===== src/rtl/serial_adder_pkg.sv =====
// Shared definitions for the bit-serial adder: state encoding and default width.
package serial_adder_pkg;

   localparam int SA_WIDTH_DEF = 8;

   localparam logic [1:0] ST_IDLE = 2'd0;
   localparam logic [1:0] ST_RUN  = 2'd1;
   localparam logic [1:0] ST_DONE = 2'd2;

   typedef enum logic [1:0] {
      S_IDLE = ST_IDLE,
      S_RUN  = ST_RUN,
      S_DONE = ST_DONE
   } state_t;

endpackage


===== src/rtl/serial_adder_fulladdcomb.sv =====
// Combinational one-bit full-adder cell driven by the serial adder each bit-cycle.
module fulladdcomb (
   input  logic a,
   input  logic b,
   input  logic cin,
   output logic sumf,
   output logic carryf
);

   assign sumf   = a ^ b ^ cin;
   assign carryf = (a & b) | (cin & (a ^ b));

endmodule


===== src/rtl/serial_adder.sv =====
// Bit-serial WIDTH-bit adder with carry-in; one operand bit pair per cycle through fulladdcomb.
// Optional signed-overflow output enabled by defining SERIAL_ADDER_OVF_EN.
module serial_adder
   import serial_adder_pkg::*;
#(
   parameter int WIDTH = SA_WIDTH_DEF
) (
   input  logic             clk,
   input  logic             rst_n,
   input  logic             start,
   input  logic [WIDTH-1:0] a,
   input  logic [WIDTH-1:0] b,
   input  logic             cin,
   output logic             busy,
   output logic             done,
   output logic [WIDTH-1:0] sum,
   output logic             cout
`ifdef SERIAL_ADDER_OVF_EN
   ,
   output logic             ovf
`endif
);

   localparam int CNT_W = (WIDTH > 1) ? $clog2(WIDTH) : 1;

   state_t             state_reg, state_next;
   logic [WIDTH-1:0]   a_sh_reg;
   logic [WIDTH-1:0]   b_sh_reg;
   logic [WIDTH-1:0]   sum_reg;
   logic               carry_reg;
   logic               cout_reg;
   logic [CNT_W-1:0]   cnt_reg;
   logic               accept;
   logic               last_bit;
   logic               cell_sum;
   logic               cell_carry;

   fulladdcomb u_cell (
      .a      (a_sh_reg[0]),
      .b      (b_sh_reg[0]),
      .cin    (carry_reg),
      .sumf   (cell_sum),
      .carryf (cell_carry)
   );

   assign last_bit = (cnt_reg == CNT_W'(WIDTH - 1));

   always_comb begin
      state_next = state_reg;
      accept     = 1'b0;
      unique case (state_reg)
         S_IDLE: begin
            if (start) begin
               accept     = 1'b1;
               state_next = S_RUN;
            end
         end
         S_RUN: begin
            if (last_bit) begin
               state_next = S_DONE;
            end
         end
         S_DONE: begin
            if (start) begin
               accept     = 1'b1;
               state_next = S_RUN;
            end else begin
               state_next = S_IDLE;
            end
         end
         default: state_next = S_IDLE;
      endcase
   end

   always_ff @(posedge clk or negedge rst_n) begin
      if (!rst_n) begin
         state_reg <= S_IDLE;
         a_sh_reg  <= '0;
         b_sh_reg  <= '0;
         sum_reg   <= '0;
         carry_reg <= 1'b0;
         cout_reg  <= 1'b0;
         cnt_reg   <= '0;
      end else begin
         state_reg <= state_next;
         if (accept) begin
            a_sh_reg  <= a;
            b_sh_reg  <= b;
            carry_reg <= cin;
            cnt_reg   <= '0;
            sum_reg   <= '0;
            cout_reg  <= 1'b0;
         end else if (state_reg == S_RUN) begin
            a_sh_reg  <= a_sh_reg >> 1;
            b_sh_reg  <= b_sh_reg >> 1;
            // New sum bit enters at the MSB; after WIDTH shifts every bit sits in place.
            sum_reg   <= {cell_sum, sum_reg[WIDTH-1:1]};
            carry_reg <= cell_carry;
            cout_reg  <= cell_carry;
            cnt_reg   <= last_bit ? '0 : cnt_reg + CNT_W'(1);
         end
      end
   end

`ifdef SERIAL_ADDER_OVF_EN
   logic ovf_reg;

   // On the MSB cycle the stored carry is the carry into bit WIDTH-1.
   always_ff @(posedge clk or negedge rst_n) begin
      if (!rst_n) begin
         ovf_reg <= 1'b0;
      end else if (accept) begin
         ovf_reg <= 1'b0;
      end else if (state_reg == S_RUN && last_bit) begin
         ovf_reg <= carry_reg ^ cell_carry;
      end
   end

   assign ovf = ovf_reg;
`endif

   assign busy = (state_reg == S_RUN);
   assign done = (state_reg == S_DONE);
   assign sum  = sum_reg;
   assign cout = cout_reg;

endmodule


===== config.mk =====
export PLATFORM = sky130hd
export DESIGN_NAME = serial_adder
export DESIGN_NICKNAME = d
export VERILOG_FILES = /design/src/rtl/serial_adder_pkg.sv /design/src/rtl/serial_adder_fulladdcomb.sv /design/src/rtl/serial_adder.sv
export SDC_FILE = /design/constraint.sdc
export NUM_CORES = 1
export LEC_CHECK = 0
export CAP_MARGIN = 25
export CORE_ASPECT_RATIO = 0.8
export CORE_MARGIN = 3
export CORE_UTILIZATION = 40
export DETAILED_ROUTE_END_ITERATION = 8
export PLACE_DENSITY = 0.66
export REMOVE_ABC_BUFFERS = 1
export SLEW_MARGIN = 20
export SYNTH_ARGS = -nofsm -noshare
export SYNTH_HDL_FRONTEND = slang
export SYNTH_SLANG_ARGS = --single-unit

===== constraint.sdc =====
create_clock -name clk -period 1.7 [get_ports clk]
set_input_delay 0.34 -clock clk [delete_from_list [all_inputs] [get_ports clk]]
set_output_delay 0.34 -clock clk [all_outputs]
set_load 0.01 [all_outputs]

==> metrics <==
vias in the first global route=1051; overall routing resource usage=15.3%; Period minus WS final=1560 ps; Ys Warns=0; num rows=18; Post-Syn Area per Cell=11.2 sq um; setup TNS=0 ps; DRC violations left=0; CP Class=register to primary output; largest net degree at the start of global routing=32; RSZ-0062 raised after global routing=no; CTS clock-pin slew for the worst setup and hold paths=70 ps; Max Slew Vio Count=0; Yosys top cell area share=56.3%; Max-slew headroom=72.1%; initial antenna violation count=0; fmax=643 MHz; CP max stage delay=550 ps; Post-synth top flop=dfrtp_1; Area growth syn-to-layout=33.8%; number of buffers and inverters on the critical path=1; Async SR Flop Fraction=100%; clk_lat worst skew=280 ps; vias per std cell=5.15; Crit-path slowest cell=clkdlybuf4s50_1; CP Launch Point=sum[7]; WL/cell=14.1 um; CP Max Fanout=3; Die Area=0.00419 sq mm; Die Y=58.5 um; Top Ports=31; WP data required=1360 ps; via count=1035; Synth cell types=28; cell family with most CP delay=buffers and inverters; Seq/Total Area, Yosys=56.3%; Hold Crit Class=input pin to asynchronous set/reset pin; Startpoint Class=register; CTS HTree Levels=2; Lkg Pwr=0.853 nW; Reg2Reg Launch Point=cnt_reg[0]; Mapped Area=0.00138 sq mm; n_diodes=0; Initial DRC Count=40; Seq cells post-synth=31; pwr/cell area=1830 mW/mm^2; root buffer cell=clkbuf_8; ANT nets after route=0; grt ovf=0; status=finished, final reports clean; hold buffer count at CTS=0; Worst-Margin Slew=418 ps; count of cells resized by post-cts repair=2; number of enable flip-flop cells after synthesis=0; first-pass GRT wire length=4910 um; Clock Tree Buf Depth=2; share of cells above drive strength 1=12.4%; Core ar.=0.00320 sq mm; Crit path arrival time=1220 ps; Layout Nets=183; total CTS buffers=5; total wire length=2840 um; I/O Buffers=30; Sink Count=31; Mapped Cells=123; initial core utilization=43.1%; crit-path cells=clkdlybuf4s50_1; Worst Clk Skew=5.76 ps; Hold Vio Cnt, Final=0; setup bufs post-CTS=0; die width=71.6 um; Design Power=3.38 mW; fin crit share=91.5%; Crit. End Element=primary output; max_cap viols=0; VDD IR-drop max=0.000906 V; HPWL Detailed=2010 um; Synth area leader=dfrtp_1; leading post-synthesis cells by cell area=dfrtp_1 (56%), a22o_1 (7.0%), a21oi_1 (5.8%); final core occ=57.6%; First-pass DRT Iterations=4; GPL Wtd Cong=0.696; final setup violation count=0; TritonCTS clock tree=yes
synthesized netlist by cell type (all sizes together), types with 2 or more instances:
master and instances:
dfrtp 31, a21oi 16, inv 16, o22ai 12
a22o 11, buf 6, nor2b 4, a211oi 3
o21ai 3, and2 2, ha 2, mux2 2
mux2i 2, nor2 2
cells in the final DEF, fill, tap and decap left out:
master / count
clkdlybuf4s50_1: 28
and2_1: 2
o31ai_1: 1
a21o_1: 1
clkbuf_8: 6
ha_1: 2
and2b_1: 1
inv_1: 15
a211oi_1: 3
o22ai_1: 12
o2bb2ai_1: 1
bufinv_16: 1
inv_2: 1
dfrtp_1: 31
clkinv_2: 1
nor2_2: 1
buf_4: 7
o21ai_0: 3
nand3b_1: 1
fa_1: 1
nand2b_1: 1
nor2b_1: 4
mux2i_1: 2
dlygate4sd2_1: 2
a22o_1: 11
nor2_1: 1
nand2_1: 1
or2_4: 1
mux2_2: 2
or2b_1: 1
a21oi_1: 16
metrics by stage:
stage	std cells	hold slack, ps	cell area, sq um	setup slack (ps)
2_1_floorplan	116	44.4	1330	301
3_3_place_gp	193	477	1730	26.8
3_5_place_dp	193	483	1730	26.4
4_1_cts	201	456	1840	137
5_1_grt	201	487	1840	81.5
6_report	201	443	1840	144
worst paths after layout:
path	slack (ps)	cells past startpoint	end
max	140	1	sum[7]
min	440	2	b_sh_reg[5]
max reg2reg	270	4	cnt_reg[2]
min reg2reg	490	1	cnt_reg[0]
max in group asynchronous	960	2	cout
min in group clk	490	1	cnt_reg[0]
cell type report:
type / count / area [sq um]
Timing Repair Buffer: 37 / 350
Multi-Input combinational cell: 69 / 489
Fill cell: 281 / 1360
Inverter: 16 / 60.1
Tap cell: 40 / 50.0
Clock buffer: 6 / 82.6
Sequential cell: 31 / 776
Clock inverter: 2 / 35.0
routing by layer:
layer  global-route usage [%]  wire, um  vias to the layer above
li1                         -         -                      510
met1                     22.0      1410                      497
met2                     21.6      1270                       23
met3                     4.10       127                        5
met4                     7.24        34                        0
met5                        0         0                        -
where the power goes:
group	leakage [nW]	internal (mW)	switching, mW
clock network	0.0612	0.474	0.269
logic	0.416	0.700	0.640
registers	0.376	1.07	0.223
total	0.853	2.25	1.13
logic make-up (layout without fill, tap and decap cells):
kind of cell / Yosys count / count (layout) / share of synthesized area [%]
AO/OA/AOI/OAI: 48 / 48 / 22.7
flip-flops: 31 / 31 / 56.3
multiplexers: 4 / 4 / 3.09
AND/OR/NAND/NOR: 14 / 14 / 6.45
adder cells (fa/ha/maj): 3 / 3 / 3.27
buffers and inverters: 23 / 61 / 8.17
No activity file was read; power rests on OpenSTA's default activity.
